$ cat src/rtl/fetch_queue.sv
// fetch_queue: instruction fetch queue between fetch and decode.
// Circular buffer of DEPTH {PC, instruction} pairs with a valid/ready
// handshake on the decode side and a single-cycle flush for taken branches.
// Optional feature: define FETCH_QUEUE_BYPASS_EN to let an entry pass straight
// from fetch to decode when the queue is empty (zero-cycle latency).
module fetch_queue #(
  parameter int WORD_LEN = 32,
  parameter int DEPTH    = 4
) (
  input  logic                     clk,
  input  logic                     rst,
  input  logic                     in_valid,
  input  logic [WORD_LEN-1:0]      in_pc,
  input  logic [WORD_LEN-1:0]      in_inst,
  output logic                     in_ready,
  input  logic                     flush,
  output logic                     out_valid,
  output logic [WORD_LEN-1:0]      out_pc,
  output logic [WORD_LEN-1:0]      out_inst,
  input  logic                     out_ready,
  output logic [$clog2(DEPTH):0]   count
);

  localparam int AW = $clog2(DEPTH);
  localparam int CW = AW + 1;

  logic [WORD_LEN-1:0] pc_mem   [DEPTH];
  logic [WORD_LEN-1:0] inst_mem [DEPTH];

  logic [AW-1:0] rd_ptr_reg;
  logic [AW-1:0] wr_ptr_reg;
  logic [CW-1:0] count_reg;
  logic [CW-1:0] count_next;

  logic stored_valid;
  logic bypass;
  logic bypass_take;
  logic push;
  logic pop;

  assign stored_valid = (count_reg != '0);

  // Ready depends only on the registered occupancy, so a full queue refuses
  // a push even if decode pops in the same cycle.
  assign in_ready = (count_reg != CW'(DEPTH));

`ifdef FETCH_QUEUE_BYPASS_EN
  // Empty queue with a live fetch: present the incoming pair directly.
  assign bypass = ~stored_valid & in_valid & ~flush;
`else
  assign bypass = 1'b0;
`endif

  // A bypassed entry that decode accepts is never written into storage.
  assign bypass_take = bypass & out_ready;

  assign push = in_valid & in_ready & ~flush & ~bypass_take;
  assign pop  = stored_valid & out_ready & ~flush;

  assign out_valid = stored_valid | bypass;
  assign count     = count_reg;

  // Head selection; decode sees all-zero (NOP) when nothing is valid.
  always_comb begin
    out_pc   = '0;
    out_inst = '0;
    if (stored_valid) begin
      out_pc   = pc_mem[rd_ptr_reg];
      out_inst = inst_mem[rd_ptr_reg];
    end else if (bypass) begin
      out_pc   = in_pc;
      out_inst = in_inst;
    end
  end

  // Occupancy update; flush wins over any same-cycle push or pop.
  always_comb begin
    count_next = count_reg;
    if (flush) begin
      count_next = '0;
    end else begin
      case ({push, pop})
        2'b10:   count_next = count_reg + CW'(1);
        2'b01:   count_next = count_reg - CW'(1);
        default: count_next = count_reg;
      endcase
    end
  end

  // Pointer and occupancy registers with asynchronous active-low clear.
  always_ff @(posedge clk or negedge rst) begin
    if (!rst) begin
      rd_ptr_reg <= '0;
      wr_ptr_reg <= '0;
      count_reg  <= '0;
    end else begin
      if (flush) begin
        rd_ptr_reg <= '0;
        wr_ptr_reg <= '0;
      end else begin
        if (push) wr_ptr_reg <= wr_ptr_reg + AW'(1);
        if (pop)  rd_ptr_reg <= rd_ptr_reg + AW'(1);
      end
      count_reg <= count_next;
    end
  end

  // Entry storage; contents need no reset since occupancy gates the outputs.
  always_ff @(posedge clk) begin
    if (push) begin
      pc_mem[wr_ptr_reg]   <= in_pc;
      inst_mem[wr_ptr_reg] <= in_inst;
    end
  end

endmodule

$ cat config.mk
export PLATFORM = sky130hd
export DESIGN_NAME = fetch_queue
export DESIGN_NICKNAME = d
export VERILOG_FILES = /design/src/rtl/fetch_queue.sv
export SDC_FILE = /design/constraint.sdc
export NUM_CORES = 1
export LEC_CHECK = 0
export ABC_AREA = 1
export CAP_MARGIN = 10
export CORE_ASPECT_RATIO = 0.75
export CORE_MARGIN = 1
export CORE_UTILIZATION = 45
export CTS_CLUSTER_DIAMETER = 30
export DETAILED_ROUTE_END_ITERATION = 16
export MAX_ROUTING_LAYER = met4
export PLACE_DENSITY = 0.67
export SYNTH_ARGS = -nofsm -noshare
export SYNTH_HDL_FRONTEND = slang
export SYNTH_SLANG_ARGS = --single-unit
$ cat constraint.sdc
create_clock -name clk -period 7.7 [get_ports clk]
set_input_delay 1.54 -clock clk [delete_from_list [all_inputs] [get_ports clk]]
set_output_delay 1.54 -clock clk [all_outputs]
set_load 0.1 [all_outputs]
==> impl_metrics.ini, run 1 <==
[drt]
first_pass_iters = 5
drc = 0
wl_per_cell_um = 17.8
vias = 6587
antenna_violating_nets_post_route = 0
drt_iter0_markers = 539
wl_um = 22900
avgViaCountPerCell = 5.13

[sta]
clock_skew_ns = 0.0147
maxSlewViolCount = 0
max-slew-margin-rel = 0.277
post-route-min-period_ns = 5.93
finalSetupTns_ns = 0
rsz0062_at_grt = false
hold_viol = 0
fin_crit_sh = 0.770
setup_violations = 0
worst_slew_pin_slew_ns = 1.08
clock.fmax_ghz = 0.169

[cts]
cts_made_buffers = 41
cts_tree = built
post_cts_buffers = 0
clk_latency_ns = 0.52
htree_levels = 2
clock-sinks = 263
cts_resized = 0
ctsHoldBuffers = 0
ctsRootBufferMaster = clkbuf_16
clkTransAtPathRegs_ns = 0.05
clk_path_buf_depth = 3

[logic_synthesis]
yosysWarnings = 0
syn-mean-instance-area_um2 = 12.6
ys_seq_elements = 263
syn_area_um2 = 10300
yosysSeqAreaShare = 0.761
synth_cell_types = 19
synth_fp_nets = 892
synth_cells = 818

[min_path]
hold_class = flip-flop to flip-flop
whs_endpoint = count[1]$_DFFE_PN0P_
min_path_cells = 2
min-delay-start = count[1]$_DFFE_PN0P_

[die]
num_rows = 47
ios = 138
die_x_um = 177
die_area_um2 = 23600
core_area_um2 = 22300
die_h_um = 133
initial_core_util = 0.464

[global_route]
first_global_vias = 6440
track_usage = 0.205
grt_pass1_wl_um = 35600
grt_max_degree = 87
globalRouteOverflowTotal = 0
antenna_found_initial = 0

[critical_path]
worstRegToRegCells = 7
cp_slowest_cell = clkinv_2
r2r-start = count[0]$_DFFE_PN0P_
r2r_slack_ns = 4.82
worstPathArrival_ns = 4.39
cp.required_ns = 6.16
critPathKind = flip-flop to output pin
r2r-end = inst_mem[2][15]$_DFFE_PP_
max_stage_delay_ns = 1.02
critPathMaxFanout = 86
endpoint_kind = output pin
start_kind = flip-flop
path_cells = clkinv_2, buf_4, o21ai_0, a21oi_1, clkdlybuf4s50_1

[placed_design]
place_congestion = 0.769
portBuffers = 137
dp_hpwl_um = 12200

[job]
max-cap-violations = 0

[layout]
final_layout_size_suffix_gt1_frac = 0.0838
nNetsFinal = 1033
antenna_cells = 0
syn_to_final_growth_pct = 28.4

[outcome]
outcome = finished clean
==> synth_stat cells <==
master	instances	share of area
a21boi_0	1	0.00073
a21oi_1	67	0.032
buf_1	8	0.0029
buf_2	13	0.0063
buf_4	14	0.010
buf_6	1	0.0011
clkbuf_1	12	0.0044
dfrtp_1	7	0.017
edfxtp_1	256	0.74
fa_1	1	0.0019
ha_1	4	0.0048
inv_1	12	0.0044
inv_2	2	0.00073
nand2_1	22	0.0080
nand3_1	2	0.00097
nor2_1	263	0.096
o21ai_0	128	0.062
o21ai_1	4	0.0019
xnor2_1	1	0.00085
==> layer usage <==
layer  global-route usage  routed length, um  vias up
li1                     -                  -     3185
met1                0.288              10500     3144
met2                0.307              10600      221
met3               0.0400               1440       37
met4               0.0527                352        0
met5                    -                  0        -
==> through the flow <==
| stage | worst slack (ns) | util | std cells | instance area, um^2 | hold WS (ns) |
|---|---|---|---|---|---|
| after floorplan | 2.22 | - | 818 | 10300 | 0.580 |
| after global placement | 2.41 | 0.535 | 1210 | 11900 | 0.559 |
| after detailed placement | 2.30 | 0.535 | 1210 | 11900 | 0.559 |
| after CTS | 1.75 | 0.595 | 1284 | 13300 | 0.572 |
| after global routing | 1.45 | 0.595 | 1284 | 13300 | 0.613 |
| final | 1.77 | 0.595 | 1284 | 13300 | 0.566 |
==> critical path, delay by kind of cell (launching register included) <==
kind                   cells  cell delay, ns
buffers and inverters      3            2.64
flip-flops                 1            0.82
AO/OA/AOI/OAI              2            0.37
==> layout by cell type, fill, tap and decap left out, types with 2 or more instances in the layout <==
cell	n
clkinv_4	3
edfxtp_1	256
clkdlybuf4s50_1	137
dfrtp_1	5
inv_2	2
ha_1	4
nor2_1	259
nor2_4	4
a21oi_1	67
clkinv_2	6
inv_1	11
buf_4	9
inv_6	4
o21ai_1	4
clkinvlp_4	5
bufinv_16	3
clkinv_1	2
nand3_1	2
clkbuf_16	42
clkbuf_1	7
nand2_1	22
o21ai_0	128
==> kinds of logic after synthesis <==
logic type	Yosys count	synth area share
fa+ha+maj	5	0.00678
simple gates	287	0.104
flops	263	0.761
buf+inv	62	0.0299
xor+xnor	1	0.000848
compound gates	200	0.0971
==> worst max-delay path by stage <==
stage                                    from                        to  slack, ns  depth (start not counted)
floorplan                count[1]$_DFFE_PN0P_  inst_mem[0][0]$_DFFE_PP_       2.22                          6
global placement    rd_ptr_reg[0]$_DFFE_PN0P_              out_inst[14]       2.41                          5
detailed placement  rd_ptr_reg[0]$_DFFE_PN0P_              out_inst[14]       2.30                          5
CTS                 rd_ptr_reg[0]$_DFFE_PN0P_              out_inst[14]       1.75                          5
global route        rd_ptr_reg[0]$_DFFE_PN0P_              out_inst[14]       1.45                          5
finish              rd_ptr_reg[0]$_DFFE_PN0P_              out_inst[17]       1.77                          5
==> cell type report <==
type | instances | area, um^2
Fill cell | 1717 | 9020
Sequential cell | 263 | 7870
Multi-Input combinational cell | 493 | 2190
Timing Repair Buffer | 146 | 1440
Clock buffer | 49 | 1080
Tap cell | 294 | 368
Clock inverter | 25 | 269
Inverter | 14 | 53.8
Power of run 1 is not shown: default switching activity piles up to over one toggle a cycle in this logic, so the estimate is an artifact.
==> run 2: changes to the inputs <==
==> constraint.sdc (replaced) <==
create_clock -name clk -period 5.8 [get_ports clk]
set_input_delay 1.16 -clock clk [delete_from_list [all_inputs] [get_ports clk]]
set_output_delay 1.16 -clock clk [all_outputs]
set_load 0.1 [all_outputs]
==> run 2 against run 1 <==
Effect of this change:
- non-clock buffer count rose by 3
- die area stayed put
- clock skew grew 0.0074 ns
- sequential share of layout area down 0.52 points
- first-iteration DRC count up 28%
- utilization rose by 0.53 points
- largest cell class unchanged
- register-to-register slack worse by 1.6 ns
==> impl_metrics.ini, run 2 (synthesized netlist as in run 1, its figures left out) <==
[outcome]
outcome = finished clean

[drt]
antenna_violating_nets_post_route = 0
drc = 0
vias = 6673
drt_iter0_markers = 690
first_pass_iters = 4
wl_um = 22800
wl_per_cell_um = 17.6
avgViaCountPerCell = 5.16

[die]
ios = 138
die_x_um = 177
die_area_um2 = 23600
core_area_um2 = 22300
num_rows = 47
die_h_um = 133
initial_core_util = 0.464

[critical_path]
start_kind = flip-flop
critPathMaxFanout = 70
endpoint_kind = output pin
cp.required_ns = 4.64
critPathKind = flip-flop to output pin
r2r_slack_ns = 3.23
worstPathArrival_ns = 3.82

[global_route]
antenna_found_initial = 1
grt_max_degree = 71
grt_pass1_wl_um = 35300
globalRouteOverflowTotal = 0
track_usage = 0.203
first_global_vias = 6439

[min_path]
hold_class = flip-flop to flip-flop

[layout]
mostFrequentLayoutCells = 259 x nor2_1, 256 x edfxtp_1, 128 x o21ai_0, 95 x clkdlybuf4s50_1, 67 x a21oi_1
final_design_area_no_fill_um2 = 13400
nNetsFinal = 1038
layout_commonest_cell = nor2_1
final_layout_size_suffix_gt1_frac = 0.134
syn_to_final_growth_pct = 29.5

[placed_design]
dp_hpwl_um = 12700
place_congestion = 0.787
portBuffers = 137
dpl_worst_slack_ns = 1.35
place_area_um2 = 11900

[cts]
cts_resized = 0
htree_levels = 2
clk_latency_ns = 0.53
clock-sinks = 263
cts_made_buffers = 43
clk_path_buf_depth = 3
clkTransAtPathRegs_ns = 0.05
cts_tree = built
ctsHoldBuffers = 0
ctsRootBufferMaster = clkbuf_16
post_cts_buffers = 0

[job]
max-cap-violations = 0

[sta]
post-route-min-period_ns = 4.98
fin_ws_ns = 0.817
max-slew-margin-rel = 0.295
maxSlewViolCount = 0
hold_viol = 0
finalSetupTns_ns = 0
clock.fmax_ghz = 0.201
rsz0062_at_grt = false
fin_crit_sh = 0.859
clock_skew_ns = 0.0220
setup_violations = 0
worst_slew_pin_slew_ns = 1.06
run 2: cell types whose count changed in the layout (fill, tap and decap cells not counted), sizes merged:
cell	delta
buf	+45
clkdlybuf4s50	-42
bufinv	+5
clkinv	+3
clkinvlp	-3
inv	+2
clkbuf	-1
diode	+1
run 2: cell type report:
type                            instances  area [um^2]
Sequential cell                       263         7870
Multi-Input combinational cell        493         2190
Timing Repair Buffer                  149         1370
Antenna cell                            1         2.50
Tap cell                              294          368
Clock inverter                         32          415
Fill cell                            1728         8900
Clock buffer                           48         1120
Inverter                               14         53.8
run 2: worst max-delay path: stages (launching register included):
cell and delay (ns):
dfrtp_4 0.69, clkinv_2 0.79, o21ai_0 0.68, a21oi_1 0.13, clkdlybuf4s50_1 1.00
run 2: per-stage QoR:
stage | hold slack [ns] | utilization | instances
after floorplan | 0.580 | - | 818
after global placement | 0.551 | 0.532 | 1213
after detailed placement | 0.556 | 0.532 | 1213
after CTS | 0.568 | 0.600 | 1293
after global routing | 0.621 | 0.601 | 1294
final | 0.559 | 0.601 | 1294
run 2: worst paths after layout:
| check | start | end | cells after the start |
|---|---|---|---|
| max | rd_ptr_reg[0]$_DFFE_PN0P_ | out_pc[3] | 4 |
| min | count[1]$_DFFE_PN0P_ | count[1]$_DFFE_PN0P_ | 2 |
| max reg2reg | count[0]$_DFFE_PN0P_ | pc_mem[1][6]$_DFFE_PP_ | 7 |
| min reg2reg | count[1]$_DFFE_PN0P_ | count[1]$_DFFE_PN0P_ | 2 |
| max in group asynchronous | rst | rd_ptr_reg[0]$_DFFE_PN0P_ | 1 |
| min in group asynchronous | rst | count[2]$_DFFE_PN0P_ | 1 |
run 2: metal layers:
| layer | part of all wire | wire (um) | GRT usage |
|---|---|---|---|
| met1 | 0.44 | 9950 | 0.272 |
| met2 | 0.47 | 10700 | 0.310 |
| met3 | 0.076 | 1740 | 0.0428 |
| met4 | 0.018 | 413 | 0.0627 |
| met5 | 0 | 0 | - |
Power of run 2 is left out for the same reason.
==> run 3: changes to the inputs <==
--- a/config.mk
+++ b/config.mk
@@ -14,6 +14,7 @@
 export DETAILED_ROUTE_END_ITERATION = 16
 export MAX_ROUTING_LAYER = met4
 export PLACE_DENSITY = 0.67
+export SETUP_SLACK_MARGIN = 0.5
 export SYNTH_ARGS = -nofsm -noshare
 export SYNTH_HDL_FRONTEND = slang
 export SYNTH_SLANG_ARGS = --single-unit
==> results of run 3 <==
The final DEF is identical to that of run 2; final timing and power are the same.
Power of run 3 is left out for the same reason.
